<file path="config.mk">
export PLATFORM = sky130hd
export DESIGN_NAME = irq_controller_flat
export DESIGN_NICKNAME = d
export VERILOG_FILES = /design/src/rtl/irq_controller_pkg.sv /design/src/rtl/irq_controller_if.sv /design/src/rtl/irq_pending.sv /design/src/rtl/irq_controller.sv /design/src/flat_wrapper.sv
export SDC_FILE = /design/constraint.sdc
export NUM_CORES = 1
export LEC_CHECK = 0
export ABC_AREA = 1
export CAP_MARGIN = 20
export CORE_AREA = 5 5 120 122
export CTS_CLUSTER_DIAMETER = 50
export CTS_CLUSTER_SIZE = 12
export DETAILED_ROUTE_END_ITERATION = 16
export DIE_AREA = 0 0 125 127
export PLACE_DENSITY = 0.73
export SYNTH_ARGS = -nofsm -noshare
export SYNTH_HDL_FRONTEND = slang
export SYNTH_SLANG_ARGS = --single-unit
</file>
<file path="constraint.sdc">
create_clock -name clk -period 6.4 [get_ports clk]
set_input_delay 1.28 -clock clk [delete_from_list [all_inputs] [get_ports clk]]
set_output_delay 1.28 -clock clk [all_outputs]
set_load 0.01 [all_outputs]
</file>
<file path="src/rtl/irq_controller_pkg.sv">
// +----------------------------------------------------------------------------+
// | Module : irq_pkg                                                           |
// | Brief  : shared types and constants for the vectored interrupt controller. |
// | Rev    : 1.0  initial release                                              |
// +----------------------------------------------------------------------------+
`default_nettype none

package irq_pkg;

    typedef enum logic [0:0] {
        IDLE    = 1'b0,
        SERVICE = 1'b1
    } state_t;

    typedef logic [2:0] cause_t;

    // Bit of the CSRRSI/CSRRCI zimm field that addresses the global enable.
    localparam int unsigned C_IE_BIT = 0;

endpackage

`default_nettype wire

</file>
<file path="src/rtl/irq_controller_if.sv">
// +----------------------------------------------------------------------------+
// | Module : irq_controller_if                                                 |
// | Brief  : core-side bundle for the interrupt controller (master = core).    |
// | Rev    : 1.0  initial release                                              |
// +----------------------------------------------------------------------------+
`default_nettype none

interface irq_controller_if
    import irq_pkg::*;
#(
    parameter int WIDTH   = 32,
    parameter int NUM_SRC = 3
);
    logic [NUM_SRC-1:0] irq_in;
    logic               csr_set;
    logic               csr_clr;
    logic [4:0]         csr_imm;
    logic               uret;
    logic               commit;
    logic [WIDTH-1:0]   pc_next;
    logic               take;
    logic [WIDTH-1:0]   handler_pc;
    logic               ret;
    logic [WIDTH-1:0]   epc;
    logic               in_isr;
    cause_t             cause;

    modport master (
        output irq_in, csr_set, csr_clr, csr_imm, uret, commit, pc_next,
        input  take, handler_pc, ret, epc, in_isr, cause
    );

    modport slave (
        input  irq_in, csr_set, csr_clr, csr_imm, uret, commit, pc_next,
        output take, handler_pc, ret, epc, in_isr, cause
    );
endinterface

`default_nettype wire

</file>
<file path="src/rtl/irq_pending.sv">
// +----------------------------------------------------------------------------+
// | Module : irq_pending                                                       |
// | Brief  : per-source 2-flop sync, rising-edge detect and sticky pending.    |
// | Rev    : 1.0  initial release                                              |
// +----------------------------------------------------------------------------+
`default_nettype none

module irq_pending #(
    parameter int NUM_SRC = 3
) (
    input  wire logic               clk,
    input  wire logic               rst,
    input  wire logic [NUM_SRC-1:0] i_irq,
    input  wire logic [NUM_SRC-1:0] i_clr,
    output logic      [NUM_SRC-1:0] o_pending
);
    logic [NUM_SRC-1:0] r_sync1;
    logic [NUM_SRC-1:0] r_sync2;
    logic [NUM_SRC-1:0] r_prev;
    logic [NUM_SRC-1:0] r_pending;
    logic [NUM_SRC-1:0] w_rise;

    assign w_rise    = r_sync2 & ~r_prev;
    assign o_pending = r_pending;

    // A new edge arriving on the clearing cycle must not be lost, so set wins.
    always_ff @(posedge clk) begin
        if (rst) begin
            r_sync1   <= '0;
            r_sync2   <= '0;
            r_prev    <= '0;
            r_pending <= '0;
        end else begin
            r_sync1   <= i_irq;
            r_sync2   <= r_sync1;
            r_prev    <= r_sync2;
            r_pending <= (r_pending & ~i_clr) | w_rise;
        end
    end
endmodule

`default_nettype wire

</file>
<file path="src/rtl/irq_controller.sv">
// +----------------------------------------------------------------------------+
// | Module : irq_controller                                                    |
// | Brief  : vectored fixed-priority trap entry/return sequencer. Define       |
// |          IRQ_NESTING_EN for a NUM_SRC-deep preemption stack.               |
// | Rev    : 1.0  initial release                                              |
// +----------------------------------------------------------------------------+
`default_nettype none

module irq_controller
    import irq_pkg::*;
#(
    parameter int                WIDTH    = 32,
    parameter int                NUM_SRC  = 3,
    parameter logic [WIDTH-1:0]  VEC_BASE = 32'h0000_3000
) (
    input  wire logic       clk,
    input  wire logic       rst,
    irq_controller_if.slave bus
);
`ifdef IRQ_NESTING_EN
    localparam int C_DEPTH = NUM_SRC;
`else
    localparam int C_DEPTH = 1;
`endif
    localparam int C_SPW   = $clog2(C_DEPTH + 1);
    localparam int C_STK_N = 1 << C_SPW;

    state_t             r_state;
    logic               r_ie;
    logic [C_SPW-1:0]   r_sp;
    logic [WIDTH-1:0]   r_epc;
    cause_t             r_cause;
    logic [WIDTH-1:0]   r_epc_stk   [C_STK_N];
    cause_t             r_cause_stk [C_STK_N];
    logic               r_ie_stk    [C_STK_N];

    logic [NUM_SRC-1:0] w_pending;
    logic [NUM_SRC-1:0] w_clr;
    cause_t             w_win;
    logic               w_elig;
    logic               w_take;
    logic               w_ret;
    logic [C_SPW-1:0]   w_top;

    irq_pending #(.NUM_SRC(NUM_SRC)) u_pending (
        .clk       (clk),
        .rst       (rst),
        .i_irq     (bus.irq_in),
        .i_clr     (w_clr),
        .o_pending (w_pending)
    );

    always_comb begin
        w_win = '0;
        for (int k = 0; k < NUM_SRC; k++) begin
            if (w_pending[k]) w_win = cause_t'(k);
        end
    end

`ifdef IRQ_NESTING_EN
    assign w_elig = (r_state == IDLE) || (r_ie && (w_win > r_cause));
`else
    assign w_elig = (r_state == IDLE);
`endif

    assign w_take = bus.commit && r_ie && (|w_pending) && !bus.uret && w_elig;
    assign w_ret  = bus.uret && (r_state == SERVICE);
    assign w_top  = r_sp - C_SPW'(1);

    always_comb begin
        w_clr = '0;
        for (int k = 0; k < NUM_SRC; k++) begin
            w_clr[k] = w_take && (w_win == cause_t'(k));
        end
    end

    assign bus.take       = w_take;
    assign bus.ret        = w_ret;
    assign bus.handler_pc = VEC_BASE + (WIDTH'(w_win) << 2);
    assign bus.epc        = r_epc;
    assign bus.cause      = r_cause;
    assign bus.in_isr     = (r_state == SERVICE);

    // Later assignments win: trap entry/return override a same-cycle CSR write.
    always_ff @(posedge clk) begin
        if (rst) begin
            r_state <= IDLE;
            r_ie    <= 1'b0;
            r_sp    <= '0;
            r_epc   <= '0;
            r_cause <= '0;
            for (int i = 0; i < C_STK_N; i++) begin
                r_epc_stk[i]   <= '0;
                r_cause_stk[i] <= '0;
                r_ie_stk[i]    <= 1'b0;
            end
        end else begin
            if (bus.csr_clr && bus.csr_imm[C_IE_BIT]) begin
                r_ie <= 1'b0;
            end else if (bus.csr_set && bus.csr_imm[C_IE_BIT]) begin
                r_ie <= 1'b1;
            end

            if (w_ret) begin
                r_ie <= r_ie_stk[w_top];
                r_sp <= w_top;
                if (r_sp == C_SPW'(1)) begin
                    r_state <= IDLE;
                end else begin
                    r_epc   <= r_epc_stk[w_top - C_SPW'(1)];
                    r_cause <= r_cause_stk[w_top - C_SPW'(1)];
                end
            end else if (w_take) begin
                r_epc_stk[r_sp]   <= bus.pc_next;
                r_cause_stk[r_sp] <= w_win;
                r_ie_stk[r_sp]    <= r_ie;
                r_epc             <= bus.pc_next;
                r_cause           <= w_win;
                r_ie              <= 1'b0;
                r_sp              <= r_sp + C_SPW'(1);
                r_state           <= SERVICE;
            end
        end
    end
endmodule

`default_nettype wire

</file>
<file path="src/flat_wrapper.sv">
// flat-port wrapper written by rule: the top's interface ports become plain ports
module irq_controller_flat import irq_pkg::*;
#(
    parameter int                WIDTH    = 32,
    parameter int                NUM_SRC  = 3,
    parameter logic [WIDTH-1:0]  VEC_BASE = 32'h0000_3000
)
  (clk, rst, bus_irq_in, bus_csr_set, bus_csr_clr, bus_csr_imm, bus_uret, bus_commit, bus_pc_next, bus_take, bus_handler_pc, bus_ret, bus_epc, bus_in_isr, bus_cause);
  irq_controller_if #(.WIDTH(WIDTH), .NUM_SRC(NUM_SRC)) bus_i ();
  input  wire logic clk;
  input  wire logic rst;
  input wire logic [$bits(bus_i.irq_in)-1:0] bus_irq_in;
  input wire logic [$bits(bus_i.csr_set)-1:0] bus_csr_set;
  input wire logic [$bits(bus_i.csr_clr)-1:0] bus_csr_clr;
  input wire logic [$bits(bus_i.csr_imm)-1:0] bus_csr_imm;
  input wire logic [$bits(bus_i.uret)-1:0] bus_uret;
  input wire logic [$bits(bus_i.commit)-1:0] bus_commit;
  input wire logic [$bits(bus_i.pc_next)-1:0] bus_pc_next;
  output wire logic [$bits(bus_i.take)-1:0] bus_take;
  output wire logic [$bits(bus_i.handler_pc)-1:0] bus_handler_pc;
  output wire logic [$bits(bus_i.ret)-1:0] bus_ret;
  output wire logic [$bits(bus_i.epc)-1:0] bus_epc;
  output wire logic [$bits(bus_i.in_isr)-1:0] bus_in_isr;
  output wire logic [$bits(bus_i.cause)-1:0] bus_cause;
  assign bus_i.irq_in = bus_irq_in;
  assign bus_i.csr_set = bus_csr_set;
  assign bus_i.csr_clr = bus_csr_clr;
  assign bus_i.csr_imm = bus_csr_imm;
  assign bus_i.uret = bus_uret;
  assign bus_i.commit = bus_commit;
  assign bus_i.pc_next = bus_pc_next;
  assign bus_take = bus_i.take;
  assign bus_handler_pc = bus_i.handler_pc;
  assign bus_ret = bus_i.ret;
  assign bus_epc = bus_i.epc;
  assign bus_in_isr = bus_i.in_isr;
  assign bus_cause = bus_i.cause;
  irq_controller #(.WIDTH(WIDTH), .NUM_SRC(NUM_SRC), .VEC_BASE(VEC_BASE)) u_core (.clk(clk), .rst(rst), .bus(bus_i));
endmodule
</file>
After elaboration in Yosys (flattened, before gate mapping)
Memory sizes are Yosys's and may differ from the RTL's. A register that Yosys moved wholly into a read port is not among the register bits.
Index checks and enable logic that the tools add are counted.
{"block": "op_classes", "n_eq_ne": 4, "add_sub_neg": 4, "muxes": 26, "bitwise_logic": 6, "n_reduce_logical": 20}
{"cell": "$mux W32", "n": 1}
{"cell": "$reduce_or A32 Y1", "n": 1}
{"cell": "$mux W1", "n": 23}
{"cell": "$add A14 B5 Y15 const A", "n": 1}
{"cell": "$logic_and A1 B1 Y1", "n": 10}
{"cell": "$and A3 B3 Y3", "n": 2}
{"cell": "$mux W3", "n": 2}
{"cell": "$not A3 Y3", "n": 2}
{"cell": "$reduce_or A3 Y1", "n": 2}
{"cell": "$reduce_and A2 Y1", "n": 2}
{"cell": "$reduce_bool A4 Y1", "n": 1}
{"cell": "$eq A3 B1 Y1 const B", "n": 1}
{"cell": "$eq A3 B2 Y1 const B", "n": 1}
{"cell": "$logic_not A3 Y1", "n": 1}
{"cell": "$or A3 B3 Y3", "n": 1}
{"cell": "$ne A2 B1 Y1 const B", "n": 1}
{"cell": "$ne A2 B2 Y1 const B", "n": 1}
{"cell": "$reduce_bool A2 Y1", "n": 1}
{"cell": "$sub A1 B1 Y1 const B", "n": 2}
{"cell": "$add A1 B1 Y1 const B", "n": 1}
{"cell": "$logic_not A1 Y1", "n": 1}
{"cell": "$not A1 Y1", "n": 1}
{"cell": "$reduce_or A1 Y1", "n": 1}
{"block": "totals", "word_cells": 70, "register_bits": 15, "mem_bits_rw": 72, "out_inout_bits": 70, "inputBits": 46, "memories": 3}
{"name": "u_core.r_epc_stk", "depth": 2, "width": 32, "read_ports": 1, "rd_clocked_by_memory_dff": 1, "wr": 2, "line_no": "irq_controller.sv:33", "text": "logic [WIDTH-1:0] r_epc_stk [C_STK_N];"}
{"name": "u_core.r_cause_stk", "depth": 2, "width": 3, "read_ports": 1, "rd_clocked_by_memory_dff": 1, "wr": 2, "line_no": "irq_controller.sv:34", "text": "cause_t r_cause_stk [C_STK_N];"}
{"name": "u_core.r_ie_stk", "depth": 2, "width": 1, "read_ports": 1, "rd_clocked_by_memory_dff": 0, "wr": 2, "line_no": "irq_controller.sv:35", "text": "logic r_ie_stk [C_STK_N];"}

Logic depth before layout (Yosys ltp)
Gate-level depths: netlist (run 1).
{"block": "depth", "depth_word": 10, "ltp_mapped": 10, "depth_no_buf": 9}

Cells and area by module
Synthesis (run 1) repeated with hierarchy kept, for this count alone.
{"block": "unflattened", "hier_cells": 644, "area_unflattened_um2": 5585.4}
{"mod": "irq_controller", "instances": 1, "cells_each": 597, "area_per_inst_um2": 5166.2}
{"mod": "irq_pending", "instances": 1, "cells_each": 47, "area_per_inst_um2": 419.2}

Worst setup path after synthesis (run 1)
No wires, ideal clock.
{"block": "synth_timing", "kind": "input port to output port", "start": "in bus_uret", "end": "out bus_take", "n_path_buf": 1, "path_stages": 6, "slack_ns": 3.236, "arrival_ns": 1.884, "cell_sequence": "inv_1 -> nand2_2 -> nor2_8 -> nand2_4 -> buf_6 -> inv_1"}
{"block": "synth_via", "elab_chain_cells": 3}
{"item": "start: declaration", "line_no": "flat_wrapper.sv:16", "text": "input wire logic [$bits(bus_i.uret)-1:0] bus_uret;"}
{"item": "$logic_not A1 Y1", "line_no": "irq_controller.sv:66", "text": "assign w_take = bus.commit && r_ie && (|w_pending) && !bus.uret && w_elig;"}
{"item": "$logic_and A1 B1 Y1 (2 in a row)", "line_no": "irq_controller.sv:66"}
{"item": "end: declaration", "line_no": "flat_wrapper.sv:19", "text": "output wire logic [$bits(bus_i.take)-1:0] bus_take;"}
Every way passes these cells.

Final worst setup path (run 1)
Ends and elaborated chain as after synthesis.

==> results.tsv, run 1 <==
metric	value	unit
Setup Buffers After CTS	0	
clock root buffer	clkbuf_16	
Core ar.	0.0131	mm2
asr flop ratio synth	0	%
register bit count reported by yosys	119	
sequential area share after synthesis	52.4	%
n_diodes	0	
share of layout cells above drive strength 1	6.23	%
chip height	127	um
vias per std cell	4.67	
# hold bufs at CTS	0	
Skew-Pair Late Insertion Delay	0.41	ns
startpoint types	input pin	
total clock sinks	119	
Detailed Route Iter0 Violations	434	
worst slew pin tran	0.928	ns
Die ar.	0.0159	mm2
FP Rows	42	
Post-Place Worst Slack	1.98	ns
I/O pin cnt	116	
Worst path top cell family by delay	buffers and inverters	
largest net degree at the start of global routing	73	
Tcrit/Tclk final	65.5	%
ANT nets after route	0	
final setup TNS	0	ns
CTS Buffer Depth	2	
CTS-repair resized insts	0	
largest family of logic cells by synthesized area	simple AND/OR/NAND/NOR gates	
syn avg cell area	7.87	um2
first-pass GRT wire length	20400	um
EDFF count, synth	70	
reg2reg start	u_core.bus.in_isr	
Pleak	3.51	nW
Routed WL	12700	um
YS warnings	0	
pwr/cell area	273	mW/mm2
hold crit path type	register to register	
CTS Buf Count	17	
CP cell instances	clkdlybuf4s50_1, inv_1, nand2_2, nor2_8, nand2_4, inv_1, clkdlybuf4s50_1	
gate count of the mapped netlist	748	
Synth Area in XOR/XNOR	0	%
setup ws final	2.21	ns
clock tree from TritonCTS	built	
Initial Util	45.0	%
DP Wirelength	7170	um
final setup violating endpoints	0	
top cells by area, synth	edfxtp_1, dfxtp_1, nand2_1	
Die X	125	um
Avg WL per Cell	12.8	um
Pins Over Slew Limit	0	
Max Cap Viol	0	
Clock Pin Slew Worst Setup and Hold Paths	0.05	ns
critical path required time	5.12	ns
Design Area, Final	0.00719	mm2
Reg2Reg Setup Slack	3.41	ns
CP max stage delay	0.55	ns
Synth top area share	35.7	%
most frequent cell after synthesis	nand2_1	
Synth Area in Simple Gates	30.6	%
crit path max-delay cell type	clkdlybuf4s50_1	
Layout Area Growth over Synthesis	22.2	%
worst setup path startpoint	bus_uret	
most instantiated cells after synthesis	nand2_1, inv_1, nor2_1	
outcome	finished, final reports clean	
Synth cell types	22	
Synth Cell Area	0.00588	mm2
crit path kind	input pin to primary output	
CP Buf/Inv Count	4	
VDD IR max	0.000209	V
Synth Area in Adders	0	%
Hold Vio Cnt, Final	0	
DRC errors left	0	
multiplexer area fraction after synthesis	0	%
clock skew	0.0108	ns
gr usage total	16.0	%
Slew HR	37.9	%
area leader, netlist	edfxtp_1	
Worst Path Arrival	2.91	ns
Max FO, Critical Path	42	
reg-to-reg endpoint	u_core.r_epc_stk[1][7]	
initial antenna violation count	0	
Critical Path Sink Type	primary output	
Critical Path Stages	7	
port buffer count	80	
cell area after placement	0.00658	mm2
Initial DRT Pass Iterations	5	
gpl congestion	0.719	
Achievable Freq	239	MHz
Synth Flop Type	edfxtp_1	
CTS HTree Levels	4	
Worst setup endpoint	bus_take	
worst reg2reg path depth	8	
total grt overflow	0	
via count	4643	
Compound-Gate Fraction of Synth Area	0.766	%
RSZ-0062 raised after global routing	false	
post-layout min period	4.19	ns
vias in the first global route	4143	
fin nets	852	
[worst min-delay path, cell delays in order, from the launching register on]
cell     delay (ns)
dfxtp_1        0.29
inv_1          0.04
nor2_1         0.03
[flip-flops by register name, summed over array words and instances (netlist names)]
| signal | cells |
|---|---|
| u_core.r_sp | 1 |
| u_core.bus.in_isr | 1 |
| u_core.r_cause_stk | 4 |
| u_core.r_epc_stk | 64 |
| u_core.u_pending.o_pending | 3 |
| u_core.r_ie | 1 |
| u_core.u_pending.r_prev | 3 |
| u_core.u_pending.r_sync1 | 3 |
| u_core.u_pending.r_sync2 | 3 |
| u_core.r_ie_stk | 2 |
| u_core.bus.cause | 2 |
| u_core.bus.epc | 32 |
[per-layer routing]
metal  part of all wire (%)  global-route usage (%)
met1                     46                    21.3
met2                     47                    24.8
met3                    6.6                    5.09
met4                    1.1                    5.74
met5                      0                       0
[worst min-delay path by stage]
stage                                      from                     endpoint  slack (ns)  depth (start not counted)
floorplan           u_core.u_pending.r_sync1[0]  u_core.u_pending.r_sync2[0]        0.39                          2
global placement    u_core.u_pending.r_sync1[0]  u_core.u_pending.r_sync2[0]        0.39                          2
detailed placement  u_core.u_pending.r_sync1[0]  u_core.u_pending.r_sync2[0]        0.40                          2
CTS                 u_core.u_pending.r_sync1[0]  u_core.u_pending.r_sync2[0]        0.41                          2
global route        u_core.u_pending.r_sync1[2]  u_core.u_pending.r_sync2[2]        0.44                          2
finish              u_core.u_pending.r_sync1[0]  u_core.u_pending.r_sync2[0]        0.40                          2
[per-stage QoR]
stage               hold slack (ns)  power (mW)  std cells  utilization, %
finish                        0.402        1.96        995            54.9
global route                  0.437        2.04        995            54.9
CTS                           0.405        1.98        995            54.9
detailed placement            0.398        1.01        963            50.3
global placement              0.390        1.01        963            50.3
floorplan                     0.388       0.965        777               -
[logic make-up (layout without fill, tap and decap cells)]
kind of cell    Yosys count  in the layout
simple gates            416            416
buf+inv                 202            244
flops                   119            119
compound gates            9              9
other cells               2             31
[power breakdown]
part	switching [mW]	total (mW)	leakage, nW	internal, mW
clock network	0.337	0.966	0.282	0.628
registers	0.00917	0.846	1.12	0.837
logic	0.0917	0.149	2.10	0.0577
[cell usage in the layout (no fill, tap or decap)]
master	instances
clkbuf_16	17
nor2_2	1
nand2_1	214
buf_4	4
clkinv_4	1
nand2_4	3
inv_1	112
edfxtp_1	70
nand3_4	1
clkinv_2	2
bufinv_16	3
nand2_2	7
nor2_8	1
clkdlybuf4s50_1	80
clkinvlp_4	5
clkinv_1	15
inv_2	3
clkbuf_8	2
a21oi_1	5
nand4_1	34
nand3_1	69
dfxtp_1	48
dfxtp_2	1
nor2_1	86
conb_1	31
o21ai_0	4
[layout make-up]
| type | instances | area, um2 |
|---|---|---|
| inverter | 128 | 480 |
| clock inverter | 13 | 154 |
| clock buffer | 19 | 453 |
| tap | 176 | 220 |
| fill | 1181 | 5900 |
| sequential | 119 | 3080 |
| multi-input combinational | 456 | 1970 |
| timing repair buffer | 84 | 831 |
Power figures use the tool's default switching activity.
==> run 2, diff against run 1 <==
--- a/config.mk
+++ b/config.mk
@@ -12,7 +12,7 @@
 export CTS_CLUSTER_SIZE = 12
 export DETAILED_ROUTE_END_ITERATION = 16
 export DIE_AREA = 0 0 125 127
-export PLACE_DENSITY = 0.73
+export PLACE_DENSITY = 0.76
 export SYNTH_ARGS = -nofsm -noshare
 export SYNTH_HDL_FRONTEND = slang
 export SYNTH_SLANG_ARGS = --single-unit
==> constraint.sdc (replaced) <==
create_clock -name clk -period 3.6 [get_ports clk]
set_input_delay 0.72 -clock clk [delete_from_list [all_inputs] [get_ports clk]]
set_output_delay 0.72 -clock clk [all_outputs]
set_load 0.01 [all_outputs]
==> results.tsv, run 2 (synthesized netlist as in run 1, its figures left out) <==
metric	value	unit
ANT nets after route	0	
final setup TNS	0	ns
Die X	125	um
Routed WL	13200	um
RSZ-0062 raised after global routing	false	
most common cell after layout, fill and taps aside	nand2_1	
Tcrit/Tclk final	83.0	%
CP max stage delay	0.53	ns
critical path required time	2.88	ns
Max Cap Viol	0	
placed cells	972	
startpoint types	input pin	
VDD IR max	0.000270	V
vias per std cell	4.70	
via count	4723	
Initial Util	45.0	%
outcome	finished, final reports clean	
initial antenna violation count	0	
port buffer count	80	
Initial DRT Pass Iterations	4	
total clock sinks	119	
# hold bufs at CTS	0	
worst slew pin tran	0.744	ns
register area	0.00308	mm2
final-layout fill cell count	1182	
CTS Buffer Depth	2	
crit path max-delay cell type	clkdlybuf4s50_1	
Achievable Freq	335	MHz
Hold Vio Cnt, Final	0	
Largest register FFs	64	
Avg WL per Cell	13.1	um
Pleak	3.55	nW
I/O pin cnt	116	
Skew-Pair Late Insertion Delay	0.42	ns
fin nets	861	
chip height	127	um
Total Power	3.41	mW
Max FO, Critical Path	18	
hold crit path type	register to register	
final design utilization	55.2	%
share of layout cells above drive strength 1	7.00	%
Critical Path Sink Type	primary output	
Non-Filler Instances	1004	
first-pass GRT wire length	20800	um
area of the multi-input gates	0.00197	mm2
Detailed Route Iter0 Violations	423	
FP Rows	42	
DP Wirelength	7720	um
gpl congestion	0.730	
DRC errors left	0	
Slew HR	50.4	%
Layout Area Growth over Synthesis	22.8	%
Pins Over Slew Limit	0	
largest net degree at the start of global routing	71	
crit path kind	input pin to primary output	
Worst Path Arrival	2.27	ns
Setup Buffers After CTS	0	
clock skew	0.00567	ns
Post-Place Worst Slack	0.607	ns
final setup violating endpoints	0	
gr usage total	16.5	%
clock tree from TritonCTS	built	
vias in the first global route	4239	
Core ar.	0.0131	mm2
CTS HTree Levels	4	
CTS-repair resized insts	0	
n_diodes	0	
most frequent cells in the layout	nand2_1, inv_1, nor2_1	
setup ws final	0.611	ns
clock root buffer	clkbuf_16	
CP cell instances	clkdlybuf4s50_1, inv_1, nand2_2, nor2_8, nand2_4, inv_1, clkdlybuf4s50_1	
Clock Pin Slew Worst Setup and Hold Paths	0.05	ns
Largest Register	u_core.r_epc_stk	
Die ar.	0.0159	mm2
total grt overflow	0	
CTS Buf Count	17	
pwr/cell area	472	mW/mm2
post-layout min period	2.99	ns
## run 2: final timing paths
| check | from | to | slack (ns) | cells past startpoint |
|---|---|---|---|---|
| setup / recovery | bus_uret | bus_take | 0.61 | 7 |
| hold reg to reg | u_core.u_pending.r_sync1[0] | u_core.u_pending.r_sync2[0] | 0.40 | 2 |
| setup reg to reg | u_core.u_pending.o_pending[2] | u_core.bus.cause[0] | 1.31 | 7 |
| hold / removal | u_core.u_pending.r_sync1[0] | u_core.u_pending.r_sync2[0] | 0.40 | 2 |
## run 2: per-stage QoR
step	hold WS (ns)	area, um2
after floorplan	0.388	5990
after global placement	0.389	6650
after detailed placement	0.395	6650
after CTS	0.402	7220
after global routing	0.429	7220
final	0.397	7220
## run 2: layout make-up
| cell class | instances | area share [%] |
|---|---|---|
| tap | 176 | 3.05 |
| multi-input combinational | 456 | 27.2 |
| timing repair buffer | 93 | 12.4 |
| clock buffer | 21 | 6.51 |
| sequential | 119 | 42.7 |
| clock inverter | 11 | 1.44 |
| inverter | 128 | 6.65 |
## run 2: worst max-delay path: cells and delay by family
| family | cells | cell delay (ns) |
|---|---|---|
| buf+inv | 4 | 1.09 |
| simple gates | 3 | 0.45 |
## run 2: power by group
group          switching [mW]  internal, mW  total, mW
logic                   0.166         0.108      0.274
registers              0.0164          1.49       1.50
clock network           0.577          1.06       1.63
total                   0.759          2.65       3.41
## run 2: per-layer routing
layer / share of wire [%] / up-vias / global-route usage, %
li1: - / 2383 / -
met1: 44 / 2170 / 21.2
met2: 47 / 159 / 26.2
met3: 8.1 / 11 / 6.05
met4: 1.1 / 0 / 5.36
met5: 0 / - / 0
==> run 3, diff against run 2 <==
==> constraint.sdc (replaced) <==
create_clock -name clk -period 2.75 [get_ports clk]
set_input_delay 0.55 -clock clk [delete_from_list [all_inputs] [get_ports clk]]
set_output_delay 0.55 -clock clk [all_outputs]
set_load 0.01 [all_outputs]
==> results.tsv, run 3 (synthesized netlist as in run 1, its figures left out) <==
metric	value	unit
outcome	finished, final reports clean	
chip height	127	um
Avg WL per Cell	12.9	um
vias per std cell	4.68	
VDD IR max	0.000331	V
placed cells	978	
crit path kind	input pin to primary output	
FP Rows	42	
Pleak	3.57	nW
switching part of the total	22.3	%
hold crit path type	register to register	
Tcrit/Tclk final	89.8	%
Hold Vio Cnt, Final	0	
most frequent cells in the layout	nand2_1, inv_1, nor2_1	
pwr/cell area	591	mW/mm2
DP Wirelength	8030	um
final setup violating endpoints	0	
max layer used	met4	
total clock sinks	119	
total grt overflow	0	
Int Power	3.33	mW
WL met2	5940	um
startpoint types	input pin	
CTS Buffer Depth	2	
Pins Over Slew Limit	0	
Routed WL	13000	um
post-layout min period	2.47	ns
fin nets	867	
sw power	957	uW
clock skew	0.00860	ns
Max FO, Critical Path	4	
first-pass GRT wire length	21200	um
Achievable Freq	405	MHz
post-route met1 wirelength	5860	um
I/O pin cnt	116	
gr usage total	16.6	%
CTS-repair resized insts	0	
vias in the first global route	4368	
sequential power share	45.9	%
via count	4731	
met3 wire len	1010	um
RSZ-0062 raised after global routing	false	
# hold bufs at CTS	0	
Largest Register	u_core.r_epc_stk	
Die X	125	um
Clock Pin Slew Worst Setup and Hold Paths	0.05	ns
Detailed Route Iter0 Violations	311	
Worst Path Arrival	1.92	ns
Largest register FFs	64	
clock root buffer	clkbuf_16	
initial antenna violation count	0	
Max Cap Viol	0	
critical path required time	2.20	ns
Setup Buffers After CTS	0	
worst reg2reg path depth	8	
n_diodes	0	
Die ar.	0.0159	mm2
CTS HTree Levels	4	
Skew-Pair Late Insertion Delay	0.41	ns
CTS Buf Count	17	
DRC errors left	0	
final setup TNS	0	ns
Layout Area Growth over Synthesis	23.4	%
most common cell after layout, fill and taps aside	nand2_1	
port buffer count	80	
Core ar.	0.0131	mm2
Clk pwr share	45.5	%
hold path cells	2	
clock tree from TritonCTS	built	
share of layout cells above drive strength 1	7.07	%
Initial DRT Pass Iterations	6	
Non-Filler Instances	1010	
combinational share of power	8.6	%
gpl congestion	0.753	
Critical Path Sink Type	primary output	
Initial Util	45.0	%
ANT nets after route	0	
largest net degree at the start of global routing	73	
-- run 3: metal layers --
layer / GRT usage, % / vias to the layer above
met5: 0 / -
met4: 6.44 / 0
met3: 5.18 / 18
met2: 26.4 / 164
met1: 21.5 / 2148
li1: - / 2401
-- run 3: final timing paths --
| kind | end | slack (ns) | start |
|---|---|---|---|
| worst min-delay path | u_core.u_pending.r_sync2[1] | 0.40 | u_core.u_pending.r_sync1[1] |
| worst max register to register | u_core.bus.cause[0] | 0.85 | u_core.u_pending.o_pending[2] |
| worst max-delay path | bus_take | 0.28 | bus_uret |
| worst min register to register | u_core.u_pending.r_sync2[1] | 0.40 | u_core.u_pending.r_sync1[1] |
-- run 3: final cells by class --
cell class / instances / area, um2
Fill cell: 1204 / 5830
Sequential cell: 119 / 3080
Multi-Input combinational cell: 456 / 1970
Timing Repair Buffer: 99 / 981
Clock buffer: 28 / 507
Inverter: 128 / 480
Tap cell: 176 / 220
Clock inverter: 4 / 17.5
-- run 3: power by group through the flow --
stage | clock network [mW] | logic [mW] | registers (mW)
4_1_cts | 1.98 | 0.369 | 1.97
5_1_grt | 2.07 | 0.410 | 1.98
6_report | 1.95 | 0.369 | 1.97
3_5_place_dp | 0 | 0.367 | 2.00
2_1_floorplan | 0 | 0.237 | 2.01
3_3_place_gp | 0 | 0.364 | 2.00
-- run 3: critical path, stage by stage --
cell             delay (ns)
clkdlybuf4s50_1        0.44
inv_1                  0.08
nand2_2                0.08
nor2_8                 0.13
nand2_4                0.05
inv_1                  0.05
clkdlybuf4s50_1        0.53
-- run 3: through the flow --
step	hold WS, ns	total power, mW	utilization, %	area (um2)	worst slack (ns)
2_1_floorplan	0.388	2.25	-	5990	0.436
3_3_place_gp	0.391	2.37	51.5	6730	0.277
3_5_place_dp	0.397	2.37	51.5	6730	0.282
4_1_cts	0.403	4.32	55.5	7260	0.273
5_1_grt	0.413	4.46	55.5	7260	0.205
6_report	0.403	4.29	55.5	7260	0.279
